===== src/rtl/seq_calc_if.sv =====
// Handshake and result bus between the operand/switch registers and the
// sequential calculator. The master drives requests and operands; the
// slave (the calculator) drives status and results.
interface seq_calc_if #(
    parameter int WIDTH = 12
);
    logic             start;
    logic [1:0]       ope;
    logic [WIDTH-1:0] A;
    logic [WIDTH-1:0] B;
    logic             busy;
    logic             done;
    logic [WIDTH-1:0] result;
    logic [WIDTH-1:0] remainder;
    logic [3:0]       flags;
    logic [WIDTH+3:0] acc_status;

    modport master (
        output start, ope, A, B,
        input  busy, done, result, remainder, flags, acc_status
    );

    modport slave (
        input  start, ope, A, B,
        output busy, done, result, remainder, flags, acc_status
    );
endinterface


===== src/rtl/seq_calc.sv =====
// Sequential calculator: add/sub finish in the accept cycle, multiply is an
// iterative shift-add (one multiplier bit per cycle, LSB first) and divide is
// iterative restoring (one quotient bit per cycle, MSB first). Results,
// remainder, flags {ovf, div0, zero, neg} and the packed display word are
// registered together and hold until the next accepted request.
module seq_calc #(
    parameter int WIDTH = 12
) (
    input  logic        clk,
    input  logic        rst_n,
    seq_calc_if.slave   bus
);
    localparam int CW = (WIDTH > 1) ? $clog2(WIDTH) : 1;

    localparam logic [1:0] OP_ADD = 2'b00;
    localparam logic [1:0] OP_SUB = 2'b01;
    localparam logic [1:0] OP_MUL = 2'b10;
    localparam logic [1:0] OP_DIV = 2'b11;

    localparam logic [CW-1:0] CNT_LAST = CW'(WIDTH - 1);

    typedef enum logic [1:0] {
        ST_IDLE = 2'd0,
        ST_MUL  = 2'd1,
        ST_DIV  = 2'd2,
        ST_DONE = 2'd3
    } state_t;

    // One restoring-division step: shift the next dividend bit into the
    // partial remainder and subtract the divisor if it fits. Returns
    // {quotient_bit, new_partial_remainder}.
    function automatic logic [WIDTH:0] div_step(
        input logic [WIDTH-1:0] prem,
        input logic             next_bit,
        input logic [WIDTH-1:0] divisor
    );
        logic [WIDTH:0] shifted;
        logic [WIDTH:0] diff;
        shifted = {prem, next_bit};
        diff    = shifted - {1'b0, divisor};
        if (diff[WIDTH] == 1'b0) begin
            div_step = {1'b1, diff[WIDTH-1:0]};
        end else begin
            div_step = {1'b0, shifted[WIDTH-1:0]};
        end
    endfunction

    state_t             state_r;
    state_t             state_nxt_s;

    logic [CW-1:0]      cnt_r;
    logic [2*WIDTH-1:0] mcand_r;
    logic [WIDTH-1:0]   mplier_r;
    logic [2*WIDTH-1:0] acc_r;
    logic [WIDTH-1:0]   quo_r;
    logic [WIDTH-1:0]   prem_r;

    logic [WIDTH-1:0]   result_r;
    logic [WIDTH-1:0]   remainder_r;
    logic [3:0]         flags_r;
    logic [WIDTH+3:0]   acc_status_r;
    logic               busy_r;
    logic               done_r;

    logic               accept_s;
    logic               last_iter_s;
    logic               wr_out_s;
    logic [WIDTH-1:0]   res_nxt_s;
    logic [WIDTH-1:0]   rem_nxt_s;
    logic [3:0]         flg_nxt_s;

    logic [WIDTH:0]     sum_s;
    logic               a_ge_b_s;
    logic [2*WIDTH-1:0] acc_step_s;
    logic [WIDTH:0]     div_res_s;
    logic [WIDTH-1:0]   quo_step_s;
    logic [WIDTH-1:0]   prem_step_s;

    // Arithmetic datapath: single-cycle add/sub and one iteration of mul/div.
    always_comb begin
        sum_s       = {1'b0, bus.A} + {1'b0, bus.B};
        a_ge_b_s    = (bus.A >= bus.B);
        if (mplier_r[0] == 1'b1) begin
            acc_step_s = acc_r + mcand_r;
        end else begin
            acc_step_s = acc_r;
        end
        div_res_s   = div_step(prem_r, quo_r[WIDTH-1], mplier_r);
        prem_step_s = div_res_s[WIDTH-1:0];
        quo_step_s  = {quo_r[WIDTH-2:0], div_res_s[WIDTH]};
        last_iter_s = (cnt_r == CNT_LAST);
    end

    // Next-state and output-update decisions for the control FSM.
    always_comb begin
        state_nxt_s = state_r;
        accept_s    = 1'b0;
        wr_out_s    = 1'b0;
        res_nxt_s   = result_r;
        rem_nxt_s   = {WIDTH{1'b0}};
        flg_nxt_s   = 4'b0000;
        case (state_r)
            ST_IDLE: begin
                if (bus.start == 1'b1) begin
                    accept_s = 1'b1;
                    wr_out_s = 1'b1;
                    case (bus.ope)
                        OP_ADD: begin
                            res_nxt_s    = sum_s[WIDTH-1:0];
                            flg_nxt_s[3] = sum_s[WIDTH];
                            flg_nxt_s[1] = (sum_s[WIDTH-1:0] == {WIDTH{1'b0}});
                            state_nxt_s  = ST_DONE;
                        end
                        OP_SUB: begin
                            if (a_ge_b_s) begin
                                res_nxt_s    = bus.A - bus.B;
                                flg_nxt_s[0] = 1'b0;
                            end else begin
                                res_nxt_s    = bus.B - bus.A;
                                flg_nxt_s[0] = 1'b1;
                            end
                            flg_nxt_s[1] = (bus.A == bus.B);
                            state_nxt_s  = ST_DONE;
                        end
                        OP_MUL: begin
                            state_nxt_s = ST_MUL;
                        end
                        OP_DIV: begin
                            if (bus.B == {WIDTH{1'b0}}) begin
                                res_nxt_s    = {WIDTH{1'b0}};
                                rem_nxt_s    = bus.A;
                                flg_nxt_s[2] = 1'b1;
                                flg_nxt_s[1] = 1'b1;
                                state_nxt_s  = ST_DONE;
                            end else begin
                                state_nxt_s = ST_DIV;
                            end
                        end
                        default: begin
                            state_nxt_s = ST_IDLE;
                        end
                    endcase
                end else begin
                    state_nxt_s = ST_IDLE;
                end
            end
            ST_MUL: begin
                if (last_iter_s) begin
                    wr_out_s     = 1'b1;
                    res_nxt_s    = acc_step_s[WIDTH-1:0];
                    flg_nxt_s[3] = |acc_step_s[2*WIDTH-1:WIDTH];
                    flg_nxt_s[1] = (acc_step_s[WIDTH-1:0] == {WIDTH{1'b0}});
                    state_nxt_s  = ST_DONE;
                end else begin
                    state_nxt_s = ST_MUL;
                end
            end
            ST_DIV: begin
                if (last_iter_s) begin
                    wr_out_s     = 1'b1;
                    res_nxt_s    = quo_step_s;
                    rem_nxt_s    = prem_step_s;
                    flg_nxt_s[1] = (quo_step_s == {WIDTH{1'b0}});
                    state_nxt_s  = ST_DONE;
                end else begin
                    state_nxt_s = ST_DIV;
                end
            end
            ST_DONE: begin
                state_nxt_s = ST_IDLE;
            end
            default: begin
                state_nxt_s = ST_IDLE;
            end
        endcase
    end

    // FSM state register.
    always_ff @(posedge clk or negedge rst_n) begin
        if (!rst_n) begin
            state_r <= ST_IDLE;
        end else begin
            state_r <= state_nxt_s;
        end
    end

    // Operand copies, iteration counter and mul/div working registers.
    always_ff @(posedge clk or negedge rst_n) begin
        if (!rst_n) begin
            cnt_r    <= {CW{1'b0}};
            mcand_r  <= {(2*WIDTH){1'b0}};
            mplier_r <= {WIDTH{1'b0}};
            acc_r    <= {(2*WIDTH){1'b0}};
            quo_r    <= {WIDTH{1'b0}};
            prem_r   <= {WIDTH{1'b0}};
        end else if (accept_s) begin
            cnt_r    <= {CW{1'b0}};
            mcand_r  <= {{WIDTH{1'b0}}, bus.A};
            mplier_r <= bus.B;
            acc_r    <= {(2*WIDTH){1'b0}};
            quo_r    <= bus.A;
            prem_r   <= {WIDTH{1'b0}};
        end else if (state_r == ST_MUL) begin
            cnt_r    <= last_iter_s ? {CW{1'b0}} : cnt_r + CW'(1);
            mcand_r  <= {mcand_r[2*WIDTH-2:0], 1'b0};
            mplier_r <= {1'b0, mplier_r[WIDTH-1:1]};
            acc_r    <= acc_step_s;
        end else if (state_r == ST_DIV) begin
            cnt_r    <= last_iter_s ? {CW{1'b0}} : cnt_r + CW'(1);
            quo_r    <= quo_step_s;
            prem_r   <= prem_step_s;
        end else begin
            cnt_r    <= {CW{1'b0}};
        end
    end

    // Registered outputs: results/flags/display word update together;
    // busy and done follow the next state so they align with it.
    always_ff @(posedge clk or negedge rst_n) begin
        if (!rst_n) begin
            result_r     <= {WIDTH{1'b0}};
            remainder_r  <= {WIDTH{1'b0}};
            flags_r      <= 4'b0000;
            acc_status_r <= {(WIDTH+4){1'b0}};
            busy_r       <= 1'b0;
            done_r       <= 1'b0;
        end else begin
            if (wr_out_s) begin
                result_r     <= res_nxt_s;
                remainder_r  <= rem_nxt_s;
                flags_r      <= flg_nxt_s;
                acc_status_r <= {res_nxt_s, flg_nxt_s};
            end else begin
                result_r     <= result_r;
                remainder_r  <= remainder_r;
                flags_r      <= flags_r;
                acc_status_r <= acc_status_r;
            end
            busy_r <= (state_nxt_s != ST_IDLE);
            done_r <= (state_nxt_s == ST_DONE);
        end
    end

    assign bus.busy       = busy_r;
    assign bus.done       = done_r;
    assign bus.result     = result_r;
    assign bus.remainder  = remainder_r;
    assign bus.flags      = flags_r;
    assign bus.acc_status = acc_status_r;

endmodule


===== src/flat_wrapper.sv =====
// flat-port wrapper written by rule: the top's interface ports become plain ports
module seq_calc_flat 
#(
    parameter int WIDTH = 12
)
  (clk, rst_n, bus_start, bus_ope, bus_A, bus_B, bus_busy, bus_done, bus_result, bus_remainder, bus_flags, bus_acc_status);
  seq_calc_if #(.WIDTH(WIDTH)) bus_i ();
  input  logic clk;
  input  logic rst_n;
  input wire logic [$bits(bus_i.start)-1:0] bus_start;
  input wire logic [$bits(bus_i.ope)-1:0] bus_ope;
  input wire logic [$bits(bus_i.A)-1:0] bus_A;
  input wire logic [$bits(bus_i.B)-1:0] bus_B;
  output wire logic [$bits(bus_i.busy)-1:0] bus_busy;
  output wire logic [$bits(bus_i.done)-1:0] bus_done;
  output wire logic [$bits(bus_i.result)-1:0] bus_result;
  output wire logic [$bits(bus_i.remainder)-1:0] bus_remainder;
  output wire logic [$bits(bus_i.flags)-1:0] bus_flags;
  output wire logic [$bits(bus_i.acc_status)-1:0] bus_acc_status;
  assign bus_i.start = bus_start;
  assign bus_i.ope = bus_ope;
  assign bus_i.A = bus_A;
  assign bus_i.B = bus_B;
  assign bus_busy = bus_i.busy;
  assign bus_done = bus_i.done;
  assign bus_result = bus_i.result;
  assign bus_remainder = bus_i.remainder;
  assign bus_flags = bus_i.flags;
  assign bus_acc_status = bus_i.acc_status;
  seq_calc #(.WIDTH(WIDTH)) u_core (.clk(clk), .rst_n(rst_n), .bus(bus_i));
endmodule

===== config.mk =====
export PLATFORM = sky130hd
export DESIGN_NAME = seq_calc_flat
export DESIGN_NICKNAME = d
export VERILOG_FILES = /design/src/rtl/seq_calc_if.sv /design/src/rtl/seq_calc.sv /design/src/flat_wrapper.sv
export SDC_FILE = /design/constraint.sdc
export NUM_CORES = 1
export LEC_CHECK = 0
export BUFFER_PORTS_ARGS = -buffer_cell sky130_fd_sc_hd__buf_2
export CORE_UTILIZATION = 50
export DETAILED_ROUTE_END_ITERATION = 10
export MAX_ROUTING_LAYER = met4
export PLACE_DENSITY = 0.67
export SLEW_MARGIN = 20
export SYNTH_ARGS = -nofsm -noshare
export SYNTH_HDL_FRONTEND = slang
export SYNTH_SLANG_ARGS = --single-unit

===== constraint.sdc =====
create_clock -name clk -period 4.4 [get_ports clk]
set_clock_uncertainty 0.1 [all_clocks]
set_input_delay 0.22 -clock clk [delete_from_list [all_inputs] [get_ports clk]]
set_output_delay 0.22 -clock clk [all_outputs]
set_load 0.01 [all_outputs]

## After elaboration in Yosys (flattened, before gate mapping)

Index checks and enable logic that the tools add are counted.

| operators by class | value |
|---|---|
| muxes and demuxes | 54 |
| magnitude comparators | 1 |
| equality and inequality tests | 10 |
| $add $sub $neg | 6 |
| shifts and indexed selects | 0 |
| multipliers | 0 |
| reductions and logical operators | 13 |
| div/mod/pow operators | 0 |
| bitwise logic cells | 0 |

Operators by type and width:

| kind | count |
|---|---|
| 12-bit 2-to-1 mux | 17 |
| 24-bit 2-to-1 mux | 5 |
| 12-bit one-hot mux with 3 select lines | 2 |
| 12-bit zero test | 4 |
| 24-bit adder | 1 |
| 12-bit one-hot mux with 2 select lines | 1 |
| 12-bit subtractor | 2 |
| 4-bit 2-to-1 mux | 5 |
| 1-bit 2-to-1 mux | 14 |
| 12-bit by 12-bit adder with 13-bit output | 1 |
| 13-bit 2-to-1 mux | 1 |
| 13-bit by 12-bit subtractor with 13-bit output | 1 |
| 12-bit == test | 1 |
| 12-bit >= comparator | 1 |
| 12-bit OR reduction | 1 |
| 2-bit == test (second input constant) | 5 |
| 2-bit one-hot mux with 4 select lines | 1 |
| 2-bit 2-to-1 mux | 3 |
| 1-bit one-hot mux with 3 select lines | 2 |
| 2-bit one-hot mux with 3 select lines | 1 |
| 2-bit nonzero test | 3 |
| 4-bit by 1-bit adder with 4-bit output (second input constant) | 1 |
| 2-bit by 1-bit == test with 1-bit output (second input constant) | 2 |
| 4-bit == test (second input constant) | 1 |
| 5 further kinds | 8 |

| storage, ports and cells | value |
|---|---|
| output and inout bits | 46 |
| flip-flop bits (word level) | 136 |
| bits of input ports | 29 |
| latch bits | 0 |
| bits in writable memories | 0 |
| memories | 0 |
| word-level logic and storage cells | 97 |
| ROM bits | 0 |

## Logic depth before layout (Yosys ltp)

Gate-level depths: netlist (run 1).

| depth | value |
|---|---|
| depth in word-level cells | 6 |
| mapped depth | 14 |
| depth with buffers taken out | 13 |

## Least setup slack after synthesis (run 1)

Ideal clock, no wire load.

| path | value |
|---|---|
| path type | register to register |
| start point | register u_core.quo_r[11] |
| end point | register u_core.remainder_r[9] (netlist: u_core.bus.remainder[9]) |
| setup slack | 0.952 ns |
| cell stages (with the launch flop) | 14 |
| setup time | 0.120 ns |
| arrival | 3.228 ns |
| required time | 4.180 ns |
| period minus slack after synthesis | 3.448 ns |
| buffers on the path | 0 |
| cell sequence | dfrtp_1 -> inv_1 -> ha_1 -> inv_1 -> fa_1 -> a21o_1 -> a21o_1 -> a2111oi_4 -> nor3_1 -> a2111o_1 -> a21oi_2 -> xnor2_1 -> mux2_2 -> a31o_1 |

| on the way | value |
|---|---|
| cells in the longest elaborated chain, start to end | 4 |

RTL lines:

| item | line | text |
|---|---|---|
| start, declared | seq_calc.sv:55 | `logic [WIDTH-1:0] quo_r;` |
| start signal, assigned | seq_calc.sv:194 | `quo_r <= {WIDTH{1'b0}};` |
| start signal, assigned | seq_calc.sv:201 | `quo_r <= bus.A;` |
| start signal, assigned | seq_calc.sv:210 | `quo_r <= quo_step_s;` |
| 13-bit by 12-bit subtractor with 13-bit output | seq_calc.sv:40 | `diff = shifted - {1'b0, divisor};` |
| 13-bit 2-to-1 mux | seq_calc.sv:41 | `if (diff[WIDTH] == 1'b0) begin` |
| 12-bit 2-to-1 mux | seq_calc.sv:159 | `if (last_iter_s) begin` |
| 12-bit one-hot mux with 2 select lines | seq_calc.sv:102 | `case (state_r)` |
| end signal, assigned | seq_calc.sv:222 | `remainder_r <= {WIDTH{1'b0}};` |
| end signal, assigned | seq_calc.sv:230 | `remainder_r <= rem_nxt_s;` |
| end signal, assigned | seq_calc.sv:235 | `remainder_r <= remainder_r;` |
| end, declared | seq_calc.sv:59 | `logic [WIDTH-1:0] remainder_r;` |

Every way passes these cells.
A chain may end at the register's enable or synchronous reset.

==> summary.md, run 1 <==
| Metric | Value |
|---|---|
| Synth Net Count | `1,228` |
| Die Y | `140 microns` |
| Initial Util | `51.9%` |
| Vias in the first global route | `8,044` |
| Flop2flop setup slack | `0.65 ns` |
| # clock sinks | `120` |
| Cells after synthesis | `1,118` |
| Max cap viols | `0` |
| Maximum clock path buffer count | `2` |
| Xor-xnor portion of the synthesized cell area | `4.07%` |
| Routed vias | `8,630` |
| Core ar. | `18,300 sq um` |
| Post-DP Area | `9910 sq um` |
| Worst slew pin tran | `1.01 ns` |
| RSZ-0062 raised after global routing | `no` |
| Ports | `75` |
| CP Max Fanout | `8` |
| Total CTS buffers | `17` |
| Worst Setup Start Kind | `input pin` |
| Avg Cell Area, Syn | `8.48 sq um` |
| H-tree depth | `4` |
| Post-synthesis cell type count | `74` |
| Post-Synthesis Cell Area | `9480 sq um` |
| Combinational power share | `57.5%` |
| LEAKAGE | `4.94 nW` |
| Hold crit path type | `input pin to register` |
| Sequential Power Share | `23.6%` |
| Sw Pwr | `0.00377 W` |
| DP HPWL | `20,500 microns` |
| Chip Width | `140 microns` |
| Synth top area share | `31.7%` |
| Final hold violation count | `0` |
| Cts repair resizes | `0` |
| Grt total ovfl | `0` |
| WP data required | `4.60 ns` |
| Yosys top cell by area | `dfrtp_1` |
| Fin crit share | `87.8%` |
| Gr usage total | `30.2%` |
| CTS tree | `done` |
| Hold path depth | `3` |
| Outcome | `finished clean` |
| Relative slew slack | `32.8%` |
| Post-CTS repair timing setup buffer count | `0` |
| Post-synth EDFFs | `0` |
| Slowest CP cell | `dlygate4sd3_1` |
| Initial antenna violation count | `0` |
| Sequential cell area | `3000 sq um` |
| Fin area | `10,600 sq um` |
| Asr flop ratio synth | `100%` |
| Routed len/inst | `19.8 microns` |
| Area Overhead vs Synth | `11.9%` |
| Int Pwr | `0.00440 W` |
| Yosys warnings | `0` |
| Worst skew pair latency | `0.42 ns` |
| Part of the Yosys area used for sequential elements | `31.7%` |
| Multi-input logic area | `5920 sq um` |
| Maximum clock frequency | `0.259 GHz` |
| Beginning of the worst hold path | `bus_B[6]` |
| Worst R2R Start | `u_core.quo_r[11]$_DFFE_PN0P_` |
| Post-synth top flop | `dfrtp_1` |
| Post-synthesis adder-cell area fraction | `11.1%` |
| Tmin final | `3.86 ns` |
| Clock share of power | `19.0%` |
| Ant. Diodes | `0` |
| CTS root buf | `clkbuf_16` |
| Max incr delay on CP | `0.51 ns` |
| Largest family of logic cells by synthesized area | `compound AO/OA/AOI/OAI gates` |
| RePlAce Congestion | `0.922` |
| Switching fraction of total power | `46.1%` |
| Crit-path cells | `dlygate4sd3_1, buf_2, ha_1, inv_1, fa_1, a21o_1, a2111oi_0, o31ai_1, nand2_1, buf_4, mux2i_1, a21oi_1, xnor2_1, a221oi_1, o21ai_1` |
| DR iter-0 viols | `896` |
| Hold EP | `u_core.mplier_r[6]$_DFFE_PN0P_` |
| Pwr per Cell Area | `771 nW/um^2` |
| #FFs+latches synth | `120` |
| VDD IR max | `0.429 mV` |
| Global-route wire length before repair | `44,400 microns` |
| Final setup fails | `0` |
| Fin. max-slew vios | `0` |
| Crit path kind | `input pin to register` |
| Layout fillers | `1,672` |
| Routed Antenna Nets | `0` |
| DRT Wirelength | `27,600 microns` |
| Simple-gate share of the synthesized area | `14.8%` |
| Critical Path AT | `4.06 ns` |
| Die Area | `19,500 sq um` |
| Layout cells sized above 1 | `11.8%` |
| Synth area leaders | `dfrtp_1, ha_1, mux2i_1, a21oi_1, nor2_1` |
| FF-to-FF path depth | `14` |
| CTS clk-pin slew, worst paths | `0.06 ns` |
| Remaining DRCs | `0` |
| Largest net degree at the start of global routing | `73` |
| Nets@finish | `1,262` |
| Crit. End Element | `register` |
| Synth Area in Compound Gates | `24.1%` |
| Mux share of post-synthesis cell area | `8.12%` |
| Row count | `49` |
| PortBufs | `74` |
| Drt pass-1 iters | `5` |
| Worst r2r dst | `u_core.prem_r[11]$_DFFE_PN0P_` |
| Via density | `6.19` |
| Setup TNS Final | `0 ns` |
[placed cells by master (no fill, tap or decap), types with 17 or more instances in the layout]
master	synthesis	layout
o21ai_0	67	67
o21ai_1	22	22
ha_1	76	75
mux2i_1	69	69
a21o_1	22	22
xnor2_1	28	27
a22oi_1	24	24
clkbuf_16	0	17
buf_2	3	73
dfrtp_1	120	120
nand2_1	100	100
nor3_1	17	17
a21oi_1	88	88
nor2_1	104	104
nand3_1	21	21
inv_1	60	60
[power groups by stage]
stage               Combinational, W  Clock [W]  Sequential, W
floorplan                    0.00358          0        0.00183
global placement             0.00458          0        0.00193
detailed placement           0.00462          0        0.00193
CTS                          0.00467    0.00156        0.00192
global route                 0.00518    0.00161        0.00198
finish                       0.00470    0.00155        0.00193
[per-layer routing]
metal  part of all wire (%)  track usage [%]  vias up
met5                      0                -        -
li1                       -                -     4107
met2                     45             45.1      347
met1                     46             41.8     4133
met3                    7.0             4.89       43
met4                    2.3             9.77        0
[synthesized netlist by cell type (24+ instances only)]
master / instances
a21oi_1: 88
a22oi_1: 24
clkbuf_1: 47
dfrtp_1: 120
ha_1: 76
inv_1: 60
mux2i_1: 69
nand2_1: 100
nor2_1: 104
o21ai_0: 67
xnor2_1: 28
[logic make-up after synthesis]
family          after synthesis
mux                          76
compound gates              350
buf+inv                     138
xor+xnor                     44
flops                       120
simple gates                309
fa+ha+maj                    81
[what timing repair did]
item | in CTS | in global routing
endpoints found under the setup margin | 0 | 0
hold buffers | 4 | 0
hold endpoints to repair | 63 | 0
[worst max-delay path, delay by kind of cell]
kind / cells / cell delay, ns
and+or+nand+nor: 1 / 0.36
adders and majority gates: 2 / 0.58
AOI/OAI and AO/OA: 6 / 1.51
xor gates and xnor gates: 1 / 0.16
buffers and inverters: 4 / 0.98
muxes: 1 / 0.25
[worst max path at each step]
stage,end,slack (ns),cells after the start,from
after floorplan,u_core.bus.remainder[9]$_DFFE_PN0P_,0.95,13,u_core.quo_r[11]$_DFFE_PN0P_
after global placement,register,0.66,15,bus_A[0]
after detailed placement,register,0.62,15,bus_A[0]
after CTS,register,0.60,15,bus_B[0]
after global routing,register,0.29,15,bus_B[0]
final,register,0.54,15,bus_B[0]
[cell type report]
cell class	count	share of cell area (%)
clock inverters	14	2.11
well taps	229	2.70
flip-flops and latches	120	28.3
clock buffers	18	4.05
multi-input cells	860	55.8
repair buffers	91	4.82
inverters	62	2.20
[through the flow]
| stage | power (W) | setup slack [ns] | utilization [%] | std cells | hold WS [ns] |
|---|---|---|---|---|---|
| final | 0.00817 | 0.538 | 58.0 | 1394 | 0.0104 |
| after global routing | 0.00877 | 0.291 | 58.0 | 1394 | 0.0206 |
| after detailed placement | 0.00655 | 0.620 | 54.2 | 1358 | 0.248 |
| after CTS | 0.00815 | 0.603 | 58.0 | 1394 | 0.00339 |
| after floorplan | 0.00542 | 0.952 | - | 1118 | -0.176 |
| after global placement | 0.00650 | 0.659 | 54.2 | 1358 | 0.251 |
[registers in the layout, indices dropped and copies added, names as in the netlist, named ones only]
signal                 flops
u_core.quo_r              12
u_core.bus.busy            1
u_core.bus.done            1
u_core.mplier_r           12
u_core.mcand_r            24
u_core.cnt_r               4
u_core.acc_r              24
u_core.bus.remainder      12
u_core.prem_r             12
u_core.bus.acc_status      4
u_core.state_r             2
Power figures use the tool's default switching activity.
==> inputs of run 2 (changes only) <==
- clock period: 4.4 -> 3.9 ns (I/O delays scaled with it)
==> run 2 against run 1 <==
Register-to-register slack got worse by 0.39 ns. Global-route usage rose by 0.48 points. Sequential power rose by 13%. Critical path type is now register to register. Largest power group unchanged.
==> summary.md, run 2 (synthesized netlist as in run 1, its figures left out) <==
| Metric | Value |
|---|---|
| CTS tree | `done` |
| Relative slew slack | `45.6%` |
| WP data required | `4.11 ns` |
| Regs by FF count | `u_core.acc_r: 24 flops, u_core.mcand_r: 24 flops` |
| Worst slew pin tran | `0.816 ns` |
| PortBufs | `74` |
| Remaining DRCs | `0` |
| Worst R2R Start | `u_core.acc_r[0]$_DFFE_PN0P_` |
| DR iter-0 viols | `826` |
| Most frequent cells in the layout | `dfrtp_1, nor2_1, nand2_1` |
| Critical Path End | `u_core.bus.acc_status[3]$_DFFE_PN0P_` |
| Via density | `6.08` |
| Worst skew pair latency | `0.43 ns` |
| Ant. Diodes | `0` |
| Area Overhead vs Synth | `13.0%` |
| Nets@finish | `1,279` |
| Chip Width | `140 microns` |
| Global-route wire length before repair | `44,600 microns` |
| Die Y | `140 microns` |
| Largest net degree at the start of global routing | `121` |
| Util after Layout | `58.6%` |
| CTS root buf | `clkbuf_16` |
| Grt total ovfl | `0` |
| Maximum clock frequency | `0.275 GHz` |
| Flop2flop setup slack | `0.26 ns` |
| H-tree depth | `4` |
| Setup TNS Final | `0 ns` |
| Vias in the first global route | `8,083` |
| Max cap viols | `0` |
| Ports | `75` |
| Outcome | `finished clean` |
| Gr usage total | `30.7%` |
| Routed len/inst | `19.9 microns` |
| Final setup fails | `0` |
| Core ar. | `18,300 sq um` |
| LEAKAGE | `5.00 nW` |
| Final hold violation count | `0` |
| Initial antenna violation count | `0` |
| RePlAce Congestion | `0.938` |
| DP HPWL | `20,700 microns` |
| Die Area | `19,500 sq um` |
| Routed vias | `8,582` |
| Fin crit share | `93.4%` |
| Post-CTS repair timing setup buffer count | `0` |
| # clock sinks | `120` |
| Crit path kind | `register to register` |
| Tmin final | `3.64 ns` |
| CP startpoint | `u_core.acc_r[0]$_DFFE_PN0P_` |
| VDD IR max | `0.512 mV` |
| Layout fillers | `1,672` |
| Layout cells sized above 1 | `12.9%` |
| Routed Antenna Nets | `0` |
| Hold crit path type | `input pin to register` |
| DRT Wirelength | `28,100 microns` |
| CP Max Fanout | `4` |
| Drt pass-1 iters | `7` |
| RSZ-0062 raised after global routing | `no` |
| Initial Util | `51.9%` |
| CTS clk-pin slew, worst paths | `0.06 ns` |
| Fin. max-slew vios | `0` |
| Worst r2r dst | `u_core.bus.acc_status[3]$_DFFE_PN0P_` |
| Total CTS buffers | `17` |
| Row count | `49` |
| Critical Path AT | `3.85 ns` |
| Maximum clock path buffer count | `2` |
| FF-to-FF path depth | `12` |
| Crit. End Element | `register` |
| Most common cell after layout, fill and taps aside | `dfrtp_1` |
| Worst Setup Start Kind | `register` |
| Pwr per Cell Area | `857 nW/um^2` |
run 2: cell count changes in the layout (fill, tap and decap cells not counted), moves of 2 or more:
cell           delta
clkinv_4          +2
dlygate4sd3_1     +3
bufinv_16         -2
buf_4            +13
run 2: what timing repair did:
item | CTS | global route
endpoints found under the hold margin | 126 | 0
setup endpoints to repair | 0 | 3
hold buffers | 7 | 0
resized for setup | 0 | 3
run 2: area by class of cell:
cell class / instances / area (sq um) / share of cell area (%)
well taps: 229 / 287 / 2.67
inverters: 62 / 233 / 2.17
clock buffers: 18 / 429 / 4.01
repair buffers: 108 / 658 / 6.14
flip-flops and latches: 120 / 3000 / 28.0
clock inverters: 14 / 178 / 1.66
multi-input cells: 860 / 5930 / 55.3
run 2: worst max-delay path, stage by stage, from the launching register on:
cell      delay [ns]
dfrtp_1         0.41
ha_1            0.26
fa_1            0.49
a211oi_1        0.30
o21ai_1         0.15
o21ai_1         0.18
buf_4           0.15
o31ai_1         0.11
a221oi_1        0.42
xnor2_1         0.15
o41ai_1         0.46
o2111a_1        0.26
a31oi_1         0.07
run 2: routing by layer:
metal	vias to the layer above	share of wire (%)	GRT usage, %
met3	52	6.8	6.54
met5	-	0	-
met1	4104	45	40.5
met2	306	44	45.3
met4	0	3.9	13.7
li1	4120	-	-
run 2: power breakdown:
part           total [W]  switching (W)  internal, W
sequential       0.00218       0.000451      0.00172
clock            0.00162       0.000614      0.00101
combinational    0.00539        0.00320      0.00219
total            0.00918        0.00426      0.00492
run 2: how the worst min path moves through the flow:
stage	from	endpoint	slack [ns]	cells past startpoint
2_1_floorplan	rst_n	asynchronous set/reset pin	-0.20	0
3_3_place_gp	rst_n	asynchronous set/reset pin	0.24	2
3_5_place_dp	rst_n	asynchronous set/reset pin	0.25	2
4_1_cts	bus_B[7]	u_core.mplier_r[7]$_DFFE_PN0P_	0.005	3
5_1_grt	bus_B[3]	u_core.mplier_r[3]$_DFFE_PN0P_	0.02	3
6_report	bus_B[7]	u_core.mplier_r[7]$_DFFE_PN0P_	0.00002	3
run 2: stage by stage:
stage / instances / setup slack (ns) / total power, W / cell area (sq um) / hold WS, ns
2_1_floorplan: 1118 / 0.452 / 0.00611 / 9480 / -0.201
3_3_place_gp: 1372 / 0.241 / 0.00742 / 10000 / 0.236
3_5_place_dp: 1372 / 0.262 / 0.00750 / 10000 / 0.246
4_1_cts: 1411 / 0.175 / 0.00917 / 10700 / 0.00497
5_1_grt: 1411 / 0.00878 / 0.00989 / 10700 / 0.0219
6_report: 1411 / 0.258 / 0.00918 / 10700 / 0.0000173
==> inputs of run 3 (changes only) <==
- ABC_AREA: unset -> 1
- HOLD_SLACK_MARGIN: unset -> 0.05
==> run 3 against run 2 <==
Final cell count grew 29%. Highest routed layer unchanged. Non-clock buffer count fell by 16. Combinational power fell by 11%. Sequential power decreased by 6%. Core utilization fell by 1.7 points. Worst hold slack gained 0.076 ns. Largest power group unchanged.
==> summary.md, run 3 <==
| Metric | Value |
|---|---|
| Outcome | `finished clean` |
| Maximum clock frequency | `0.352 GHz` |
| PortBufs | `74` |
| Post-synthesis cell type count | `50` |
| Post-synth top flop | `dfrtp_1` |
| Setup TNS Final | `0 ns` |
| Crit. End Element | `register` |
| Crit-path cells | `inv_1, ha_1, nand2_2, o21ai_0, nand2_1, clkinv_1, o21ai_0, a21oi_1, o21ai_0, a21oi_1, nor2_1` |
| Final hold violation count | `0` |
| Combinational power share | `56.7%` |
| Largest net degree at the start of global routing | `71` |
| Asr flop ratio synth | `100%` |
| Yosys warnings | `0` |
| Sequential Power Share | `24.3%` |
| Core ar. | `19,700 sq um` |
| Critical Path AT | `3.10 ns` |
| Vias in the first global route | `9,248` |
| Ports | `75` |
| Switching fraction of total power | `50.1%` |
| Remaining DRCs | `0` |
| Grt total ovfl | `0` |
| Post-CTS repair timing setup buffer count | `0` |
| Nets@finish | `1,651` |
| Routed Antenna Nets | `0` |
| Gr usage total | `32.7%` |
| Worst Setup Start Kind | `register` |
| CTS tree | `done` |
| Worst skew pair latency | `0.42 ns` |
| Relative slew slack | `28.6%` |
| Area Overhead vs Synth | `10.6%` |
| Max incr delay on CP | `0.42 ns` |
| Hold_ws | `0.0759 ns` |
| H-tree depth | `4` |
| Post-synth EDFFs | `0` |
| WP data required | `4.16 ns` |
| CTS clk-pin slew, worst paths | `0.06 ns` |
| Initial antenna violation count | `0` |
| Worst slew pin tran | `1.07 ns` |
| Most frequent cells in the layout | `nand2_1, inv_1, dfrtp_1` |
| Synth area leaders | `dfrtp_1, nand2_1, ha_1, inv_1, nand3_1` |
| Count leader, synth | `nand2_1` |
| Maximum clock path buffer count | `2` |
| Total CTS buffers | `17` |
| Fin crit share | `72.9%` |
| Most common cell after layout, fill and taps aside | `nand2_1` |
| Global-route wire length before repair | `49,900 microns` |
| Synth top area share | `29.6%` |
| Drt pass-1 iters | `5` |
| Crit path kind | `register to register` |
| Max cap viols | `0` |
| Die Area | `20,900 sq um` |
| Int Pwr | `0.00424 W` |
| Slowest CP cell | `dfrtp_1` |
| RePlAce Congestion | `1.03` |
| Ant. Diodes | `0` |
| Avg Cell Area, Syn | `6.80 sq um` |
| Chip Width | `145 microns` |
| Regs by FF count | `u_core.acc_r: 24 flops, u_core.mcand_r: 24 flops` |
| Pwr per Cell Area | `757 nW/um^2` |
| LEAKAGE | `5.99 nW` |
| Yosys top cell by area | `dfrtp_1` |
| # clock sinks | `120` |
| Synth top cells by count | `nand2_1, inv_1, dfrtp_1, nor2_1` |
| Clock share of power | `19.0%` |
| Final setup fails | `0` |
| Hold crit path type | `input pin to register` |
| Fin. max-slew vios | `0` |
| Die Y | `145 microns` |
| Post-Synthesis Cell Area | `10,200 sq um` |
| Tmin final | `2.84 ns` |
| Row count | `51` |
| Routed vias | `9,992` |
| Flop2flop setup slack | `1.06 ns` |
| Via density | `5.49` |
| Part of the Yosys area used for sequential elements | `29.6%` |
| Routed len/inst | `17.6 microns` |
| DRT Wirelength | `32,100 microns` |
| CP Max Fanout | `16` |
| Layout cells sized above 1 | `10.3%` |
| DP HPWL | `25,100 microns` |
| VDD IR max | `0.410 mV` |
| Cells after synthesis | `1,494` |
| Critical Path Most Common Cell | `o21ai_0` |
| DR iter-0 viols | `886` |
| RSZ-0062 raised after global routing | `no` |
| CTS root buf | `clkbuf_16` |
| Synth Net Count | `1,604` |
| #FFs+latches synth | `120` |
| Sw Pwr | `0.00426 W` |
| Initial Util | `51.5%` |
## run 3: layout make-up
class | instances | area, sq um
Sequential cell | 120 | 3000
Fill cell | 1972 | 8490
Clock inverter | 13 | 145
Timing Repair Buffer | 92 | 536
Inverter | 234 | 878
Tap cell | 265 | 332
Multi-Input combinational cell | 1076 | 5880
Clock buffer | 19 | 453
## run 3: kinds of logic (layout without fill, tap and decap cells)
group	count (synthesis)	count (layout)	synth area share, %
compound gates	288	288	17.0
xor+xnor	36	36	3.10
fa+ha+maj	81	81	10.3
buf+inv	298	358	12.5
flops	120	120	29.6
simple gates	671	671	27.5
## run 3: through the flow
stage          total power, W  std cells  util (%)  worst slack [ns]  instance area, sq um
2_1_floorplan         0.00560       1494         -              1.56                 10200
3_3_place_gp          0.00673       1781      53.6              1.13                 10600
3_5_place_dp          0.00681       1781      53.6              1.15                 10600
4_1_cts               0.00846       1819      57.0              1.13                 11200
5_1_grt               0.00918       1819      57.0             0.853                 11200
6_report              0.00850       1819      57.0              1.06                 11200
## run 3: worst max-delay path: cells and delay by family, from the launching register on
| family | cells | cell delay (ns) |
|---|---|---|
| AOI/OAI and AO/OA | 5 | 0.69 |
| and+or+nand+nor | 3 | 0.75 |
| adders and majority gates | 1 | 0.31 |
| DFF | 1 | 0.42 |
| buffers and inverters | 2 | 0.50 |
## run 3: path summary, 6_finish.rpt
check                                                  endpoint  cells after the start                           startpoint
max in group asynchronous          u_core.acc_r[20]$_DFFE_PN0P_                      3                                rst_n
min in group asynchronous  u_core.bus.acc_status[0]$_DFFE_PN0P_                      2                                rst_n
setup reg to reg                                       register                     11          u_core.state_r[0]$_DFF_PN0_
setup / recovery                                       register                     11          u_core.state_r[0]$_DFF_PN0_
hold / removal                   u_core.mplier_r[2]$_DFFE_PN0P_                      3                             bus_B[2]
hold reg to reg             u_core.bus.remainder[4]$_DFFE_PN0P_                      2  u_core.bus.remainder[4]$_DFFE_PN0P_
## run 3: power groups by stage
stage,clock network [W],logic (W),registers [W]
3_3_place_gp,0,0.00467,0.00207
4_1_cts,0.00163,0.00477,0.00206
3_5_place_dp,0,0.00474,0.00207
2_1_floorplan,0,0.00362,0.00199
6_report,0.00162,0.00482,0.00206
5_1_grt,0.00169,0.00538,0.00211
## run 3: repair_timing
action                    in CTS  in global routing
hold endpoints to repair      74                  0
gates resized for setup        0                  0
hold buffers                   6                  0
## run 3: metal layers
metal  vias up  GRT usage (%)  part of all wire [%]
met1      4678           43.8                    46
met4         0           10.5                   2.8
met2       326           50.7                    46
met5         -              -                     0
li1       4922              -                     -
met3        66           4.57                   5.2
